### src/rtl/dmem_axi_lite_bridge.sv
// MEM-stage data port to AXI4-Lite master bridge; one transaction in flight, stalls until done.
// Optional bus-error capture enabled by defining DMEM_BUS_ERR_REPORT_EN.
module dmem_axi_lite_bridge #(
  parameter logic [31:0] ADDR_MASK = 32'h1FFF_FFFF,
  parameter logic [2:0]  AXI_PROT  = 3'b000
) (
  input  logic        clk,
  input  logic        rst,
  input  logic        mem_ce_i,
  input  logic        mem_we_i,
  input  logic [3:0]  mem_sel_i,
  input  logic [31:0] mem_addr_i,
  input  logic [31:0] mem_write_data_i,
  output logic [31:0] mem_read_data_o,
  input  logic        hold_i,
  output logic        stall_req_o,
  output logic [31:0] m_araddr,
  output logic [2:0]  m_arprot,
  output logic        m_arvalid,
  input  logic        m_arready,
  input  logic [31:0] m_rdata,
  input  logic [1:0]  m_rresp,
  input  logic        m_rvalid,
  output logic        m_rready,
  output logic [31:0] m_awaddr,
  output logic [2:0]  m_awprot,
  output logic        m_awvalid,
  input  logic        m_awready,
  output logic [31:0] m_wdata,
  output logic [3:0]  m_wstrb,
  output logic        m_wvalid,
  input  logic        m_wready,
  input  logic [1:0]  m_bresp,
  input  logic        m_bvalid,
  output logic        m_bready,
  output logic        bus_err_o,
  output logic [31:0] bus_err_addr_o
);

  typedef enum logic [2:0] {
    S_IDLE,
    S_RD_ADDR,
    S_RD_DATA,
    S_WR_REQ,
    S_WR_RESP,
    S_DONE
  } state_e;

  state_e      state_q;
  logic [31:0] addr_q;
  logic [31:0] wdata_q;
  logic [3:0]  sel_q;
  logic [31:0] rdata_q;
  logic        arvalid_q;
  logic        rready_q;
  logic        awvalid_q;
  logic        wvalid_q;
  logic        bready_q;
  logic        aw_done_q;
  logic        w_done_q;
  logic        err_q;
  logic [31:0] err_addr_q;

  logic [31:0] phys_addr;
  logic [31:0] addr_d;
  logic        aw_done_d;
  logic        w_done_d;
  logic        unused_bits;

  assign phys_addr = mem_addr_i & ADDR_MASK;
  assign addr_d    = {phys_addr[31:2], 2'b00};
  assign aw_done_d = aw_done_q | (awvalid_q & m_awready);
  assign w_done_d  = w_done_q | (wvalid_q & m_wready);

  assign unused_bits = ^{phys_addr[1:0], m_rresp, m_bresp};

  always_ff @(posedge clk or negedge rst) begin
    if (!rst) begin
      state_q    <= S_IDLE;
      addr_q     <= '0;
      wdata_q    <= '0;
      sel_q      <= '0;
      rdata_q    <= '0;
      arvalid_q  <= 1'b0;
      rready_q   <= 1'b0;
      awvalid_q  <= 1'b0;
      wvalid_q   <= 1'b0;
      bready_q   <= 1'b0;
      aw_done_q  <= 1'b0;
      w_done_q   <= 1'b0;
      err_q      <= 1'b0;
      err_addr_q <= '0;
    end else begin
      err_q <= 1'b0;
      unique case (state_q)
        S_IDLE: begin
          if (mem_ce_i) begin
            addr_q    <= addr_d;
            wdata_q   <= mem_write_data_i;
            sel_q     <= mem_sel_i;
            aw_done_q <= 1'b0;
            w_done_q  <= 1'b0;
            if (mem_we_i) begin
              state_q   <= S_WR_REQ;
              awvalid_q <= 1'b1;
              wvalid_q  <= 1'b1;
            end else begin
              state_q   <= S_RD_ADDR;
              arvalid_q <= 1'b1;
            end
          end
        end
        S_RD_ADDR: begin
          if (m_arready) begin
            arvalid_q <= 1'b0;
            rready_q  <= 1'b1;
            state_q   <= S_RD_DATA;
          end
        end
        S_RD_DATA: begin
          if (m_rvalid) begin
            rready_q <= 1'b0;
            rdata_q  <= m_rdata;
            state_q  <= S_DONE;
`ifdef DMEM_BUS_ERR_REPORT_EN
            if (m_rresp[1]) begin
              err_q      <= 1'b1;
              err_addr_q <= addr_q;
            end
`endif
          end
        end
        S_WR_REQ: begin
          aw_done_q <= aw_done_d;
          w_done_q  <= w_done_d;
          if (m_awready) awvalid_q <= 1'b0;
          if (m_wready)  wvalid_q  <= 1'b0;
          if (aw_done_d && w_done_d) begin
            bready_q <= 1'b1;
            state_q  <= S_WR_RESP;
          end
        end
        S_WR_RESP: begin
          if (m_bvalid) begin
            bready_q <= 1'b0;
            state_q  <= S_DONE;
`ifdef DMEM_BUS_ERR_REPORT_EN
            if (m_bresp[1]) begin
              err_q      <= 1'b1;
              err_addr_q <= addr_q;
            end
`endif
          end
        end
        S_DONE: begin
          // Request is still visible here; wait for the pipeline to move on.
          if (!hold_i) state_q <= S_IDLE;
        end
        default: state_q <= S_IDLE;
      endcase
    end
  end

  assign stall_req_o = rst &&
    ((state_q == S_IDLE) ? mem_ce_i : (state_q != S_DONE));

  assign mem_read_data_o = rdata_q;
  assign m_araddr  = addr_q;
  assign m_awaddr  = addr_q;
  assign m_arprot  = AXI_PROT;
  assign m_awprot  = AXI_PROT;
  assign m_arvalid = arvalid_q;
  assign m_rready  = rready_q;
  assign m_awvalid = awvalid_q;
  assign m_wvalid  = wvalid_q;
  assign m_wdata   = wdata_q;
  assign m_wstrb   = sel_q;
  assign m_bready  = bready_q;
  assign bus_err_o      = err_q;
  assign bus_err_addr_o = err_addr_q;

endmodule

### config.mk
export PLATFORM = sky130hd
export DESIGN_NAME = dmem_axi_lite_bridge
export DESIGN_NICKNAME = d
export VERILOG_FILES = /design/src/rtl/dmem_axi_lite_bridge.sv
export SDC_FILE = /design/constraint.sdc
export NUM_CORES = 1
export LEC_CHECK = 0
export ABC_AREA = 1
export BUFFER_PORTS_ARGS = -buffer_cell sky130_fd_sc_hd__buf_2
export CAP_MARGIN = 0
export CORE_ASPECT_RATIO = 1.4
export CORE_MARGIN = 5
export CORE_UTILIZATION = 43
export DETAILED_ROUTE_END_ITERATION = 7
export HOLD_SLACK_MARGIN = 0.03
export PLACE_DENSITY = 0.8
export SETUP_SLACK_MARGIN = 0.1
export SLEW_MARGIN = 20
export SYNTH_ARGS = -nofsm -noshare
export SYNTH_HDL_FRONTEND = slang
export SYNTH_SLANG_ARGS = --single-unit
### constraint.sdc
create_clock -name clk -period 1.65 [get_ports clk]
set_input_delay 0.165 -clock clk [delete_from_list [all_inputs] [get_ports clk]]
set_output_delay 0.165 -clock clk [all_outputs]
set_load 0.03 [all_outputs]
==> results of run 1 <==
-- worst max-delay path: stages, from the launching register on --
cell and delay, ps:
dfrtp_2 450, inv_2 150, nor2_2 70, a21oi_1 140, buf_2 210
-- layout by cell type (no fill, tap or decap), types with 2 or more instances in the layout --
| cell type | n |
|---|---|
| dlygate4sd3_1 | 84 |
| clkinvlp_4 | 2 |
| dfrtp_1 | 104 |
| a22oi_1 | 2 |
| nand2_1 | 310 |
| nor2_1 | 3 |
| inv_6 | 2 |
| buf_12 | 3 |
| clkbuf_16 | 9 |
| nand3_1 | 8 |
| a21oi_1 | 3 |
| nand2_2 | 4 |
| buf_4 | 7 |
| inv_1 | 8 |
| conb_1 | 49 |
| inv_2 | 4 |
| nor2_4 | 5 |
| buf_2 | 231 |
| o21ai_0 | 4 |
-- where the power goes --
group,internal [W],switching [W],leakage [nW]
combinational,0.00207,0.00537,2.57
sequential,0.00377,0.000697,1.31
clock,0.00118,0.000937,0.139
total,0.00702,0.00700,4.02
-- worst min path at each step --
stage,slack [ps],end,start
finish,40,m_araddr[25]$_DFFE_PN0P_,mem_addr_i[25]
global route,40,m_araddr[25]$_DFFE_PN0P_,mem_addr_i[25]
CTS,30,m_wdata[4]$_DFFE_PN0P_,mem_write_data_i[4]
detailed placement,340,m_wdata[13]$_DFFE_PN0P_,rst
global placement,330,m_wdata[9]$_DFFE_PN0P_,rst
floorplan,-130,aw_done_q$_DFFE_PN0P_,rst
-- state kept, by name, indices dropped and copies added, names as in the netlist --
register	cells
m_wstrb	4
m_rready	1
m_araddr	27
m_wvalid	1
m_bready	1
state_q	3
m_awvalid	1
aw_done_q	1
m_wdata	32
m_arvalid	1
mem_read_data_o	32
w_done_q	1
-- Yosys cell counts, types with 2 or more instances --
master / number / area (µm²)
a21oi_1: 3 / 15.01
a22oi_1: 2 / 15.01
buf_2: 10 / 50.05
buf_4: 76 / 570.6
buf_6: 8 / 90.09
dfrtp_1: 105 / 2628
inv_1: 8 / 30.03
inv_2: 4 / 15.01
nand2_1: 310 / 1164
nand2_2: 4 / 25.02
nand3_1: 9 / 45.04
nor2_1: 3 / 11.26
nor2_4: 5 / 56.30
o21ai_0: 4 / 20.02
-- metal layers --
layer	up-vias	GRT usage (%)	routed length (µm)
met5	-	0	0
met4	0	6.834	288
met3	27	5.168	1172
met2	210	36.36	7434
met1	2044	22.60	5059
li1	2145	-	-
-- area by class of cell --
cell class,instances,area (µm²)
fillers,864,3999
flip-flops and latches,105,2629
repair buffers,326,2121
multi-input cells,393,1589
clock buffers,10,229.0
well taps,141,176.4
clock inverters,6,67.56
inverters,13,53.80
diodes,1,2.502
-- logic make-up (layout without fill, tap and decap cells) --
| logic type | Yosys count | count (layout) | share of synthesized area (%) |
|---|---|---|---|
| DFF | 105 | 105 | 54.77 |
| other | 1 | 50 | 0.07817 |
| AOI/OAI and AO/OA | 11 | 11 | 1.565 |
| and+or+nand+nor | 333 | 333 | 27.62 |
| buffers and inverters | 108 | 355 | 15.96 |
-- per-stage QoR --
step           power (W)  cell area (µm²)
3_3_place_gp     0.01154             5695
3_5_place_dp     0.01168             5695
6_report         0.01402             6868
5_1_grt          0.01486             6865
2_1_floorplan    0.01001             4977
4_1_cts          0.01403             6857
-- timing repair --
item / 4_1_cts / 5_1_grt
hold buffers: 84 / 0
resized for setup: 2 / 2
hold endpoints to repair: 188 / 0
pin swaps: 1 / 0
setup endpoints to repair: 64 / 10
setup buffers: 1 / 0
==> run summary, run 1 <==
worst hold slack - 42.97 ps
TritonCTS Buffers - 9
yosys warns - 32
CP startpoint kind - flop
Slew Limit Fails - 0
worst-margin pin slew - 587.2 ps
register area share after synthesis - 54.77%
CP endpoint - stall_req_o
GPL Wtd Cong - 0.7803
async set-or-reset flop fraction in the synthesized netlist - 100.0%
Worst setup startpoint - state_q[0]$_DFFE_PN0P_
Critical Path AT - 1350 ps
period utilization - 91.52%
prevailing post-synth register cell - dfrtp_1
RSZ-0062 raised after global routing - yes
clock skew - 12.87 ps
peak supply drop - 1039 µV
Final Setup Violations - 0
Leakage Power - 4.020 nW
Worst setup EP type - primary output
Post-synth EDFFs - 0
Die X - 99.27 µm
CTS HTree Levels - 3
TritonCTS clock tree - yes
sinks on the clock net - 105
worst setup margin - 140.0 ps
Syn-to-layout area delta - 43.17%
initial DRC count - 143
worst r2r dst - m_wdata[30]$_DFFE_PN0P_
synth unique cells - 21
IO Pins - 291
share of cells above drive strength 1 - 32.36%
Synth Register Bits - 105
largest net degree at the start of global routing - 106
clock transition at the registers of the reported paths - 80 ps
fmax - 662.2 MHz
first-pass GRT wire length - 21,450 µm
Post-DP HPWL - 8958 µm
starting density of the core - 44.15%
initial antenna violation count - 0
drt total wl - 13,950 µm
total track usage - 20.03%
Fin Setup TNS - 0 ps
clock buffer depth - 2
Cell Rows - 45
minimum clock period - 1510 ps
highest net fanout along the worst path - 5
Reg2Reg Depth - 7
via/cell ratio - 4.448
Hold Fails Final Rpt - 0
Setup CP Type - flop to primary output
slew margin rel. - 60.86%
die area - 13,400 µm²
die height - 135.0 µm
CTS root buffer - clkbuf_16
PwrDens - 2041 nW/µm²
number of buffers added on ports - 232
post-synthesis cell count - 558
Min-Delay Path Class - input port to flop
status - completed
Setup Slack @ Placement - 7.973 ps
Routed Antenna Nets - 0
DR pass1 iterations - 6
Hold Path Depth - 3
mean post-synth cell area - 8.597 µm²
DP Cell Count - 893
Finished Core Util - 63.20%
Clock Latency Late Sink - 340 ps
Synth Cell Area - 4797 µm²
vias - 4,426
Crit Reg-Reg Startpoint - state_q[0]$_DFFE_PN0P_
core area - 10,870 µm²
fin cells - 995
DRC errors left - 0
global route overflow - 0
wire per inst - 14.02 µm
Max Cap Viol - 0
Layout Nets - 962
vias in the first global route - 4,290
r2r setup slk - 220 ps
Crit path required time - 1480 ps
Note: power is estimated with default switching activity, not from simulation.
==> run 2: changes to the inputs <==
Settings changed: RECOVER_POWER set to 100.
==> run summary, run 2 (same netlist as run 1, synthesis figures left out) <==
status - completed
Syn-to-layout area delta - 39.54%
TritonCTS clock tree - yes
Layout Nets - 962
Hold Fails Final Rpt - 0
critical path's slowest cell - dfrtp_1
register area - 2628 µm²
TritonCTS Buffers - 9
Max Cap Viol - 0
initial DRC count - 140
CTS HTree Levels - 3
wire per inst - 14.06 µm
PwrDens - 2037 nW/µm²
via/cell ratio - 4.460
highest net fanout along the worst path - 5
slew margin rel. - 37.86%
die area - 13,400 µm²
first-pass GRT wire length - 21,450 µm
sinks on the clock net - 105
minimum clock period - 1526 ps
clock transition at the registers of the reported paths - 70 ps
Routed Antenna Nets - 0
CP startpoint kind - flop
drt total wl - 13,990 µm
vias - 4,438
starting density of the core - 44.15%
worst-margin pin slew - 932.1 ps
number of buffers added on ports - 232
fmax - 655.2 MHz
most common cell after layout, fill and taps aside - nand2_1
clock skew - 10.98 ps
Slew Limit Fails - 0
Clock Latency Late Sink - 340 ps
most frequent cells in the layout - nand2_1, clkbuf_1, dfrtp_1
share of cells above drive strength 1 - 16.88%
Fillers - 947
total track usage - 20.03%
Fin Setup TNS - 0 ps
DRC errors left - 0
Area after DPL - 5695 µm²
Final Setup Violations - 0
CTS root buffer - clkbuf_16
CP peak stage delay - 440 ps
finished layout cell area - 6694 µm²
Die X - 99.27 µm
Critical Path AT - 1360 ps
Leakage Power - 3.601 nW
Cell Rows - 45
Worst setup EP type - primary output
initial antenna violation count - 0
peak supply drop - 1015 µV
period utilization - 92.50%
RSZ-0062 raised after global routing - yes
area occupied by multi-input gates - 1584 µm²
Hold Path Depth - 3
vias in the first global route - 4,290
Post-DP HPWL - 8958 µm
global route overflow - 0
die height - 135.0 µm
CP Cell Sequence - inv_2 -> nor2_2 -> a21oi_1 -> buf_2
largest net degree at the start of global routing - 106
Setup CP Type - flop to primary output
GPL Wtd Cong - 0.7803
DR pass1 iterations - 4
core area - 10,870 µm²
Reg2Reg Depth - 7
clock buffer depth - 2
Crit path required time - 1480 ps
IO Pins - 291
Min-Delay Path Class - input port to flop
==> run 2: metal layers <==
layer  wire, µm  up-vias  track usage, %
li1           -     2142               -
met1       5003     2040           22.60
met2       7425      223           36.36
met3       1208       33           5.168
met4        355        0           6.834
met5          0        -               0
==> run 2: what timing repair did <==
action | in CTS | in global routing
pin swaps | 1 | 0
hold buffers | 84 | 0
endpoints found under the setup margin | 64 | 10
setup buffers | 1 | 0
resized for setup | 2 | 2
hold endpoints to repair | 188 | 0
==> run 2: worst max-delay path, delay by kind of cell (launching register included) <==
kind	cells	cell delay (ps)
simple gates	1	70
flops	1	440
buf+inv	2	370
compound gates	1	140
==> run 2: final cells by class <==
| cell class | count | share of cell area (%) |
|---|---|---|
| sequential | 105 | 39.25 |
| timing repair buffer | 326 | 29.18 |
| multi-input combinational | 393 | 23.66 |
| clock buffer | 10 | 3.421 |
| tap | 141 | 2.636 |
| clock inverter | 6 | 1.009 |
| inverter | 13 | 0.8037 |
| antenna | 1 | 0.03738 |
==> run 2: power breakdown <==
group	switching [W]	total (W)	internal, W
sequential	0.000741	0.00451	0.00376
clock	0.000935	0.00212	0.00118
combinational	0.00536	0.00701	0.00165
==> run 2: per-stage QoR <==
| step | hold WS [ps] | cells | util [%] | worst slack, ps | total power [W] |
|---|---|---|---|---|---|
| final | 44.67 | 995 | 61.60 | 123.8 | 0.01363 |
| after global routing | 36.87 | 994 | 61.58 | 54.77 | 0.01447 |
| after CTS | 30.70 | 994 | 63.10 | 103.8 | 0.01403 |
| after detailed placement | 338.8 | 893 | 52.41 | 7.973 | 0.01168 |
| after global placement | 330.4 | 893 | 52.41 | 70.60 | 0.01154 |
| after floorplan | -130.6 | 606 | - | 250.4 | 0.01001 |
==> run 2: worst paths after layout <==
| path | to | slack [ps] | from |
|---|---|---|---|
| hold reg to reg | m_wstrb[0]$_DFFE_PN0P_ | 470 | m_wstrb[0]$_DFFE_PN0P_ |
| setup / recovery | stall_req_o | 120 | state_q[0]$_DFFE_PN0P_ |
| setup reg to reg | m_wdata[30]$_DFFE_PN0P_ | 180 | state_q[0]$_DFFE_PN0P_ |
| min in group asynchronous | mem_read_data_o[28]$_DFFE_PN0P_ | 650 | rst |
| hold / removal | m_wdata[4]$_DFFE_PN0P_ | 40 | mem_write_data_i[4] |
| max in group asynchronous | mem_read_data_o[27]$_DFFE_PN0P_ | 350 | rst |
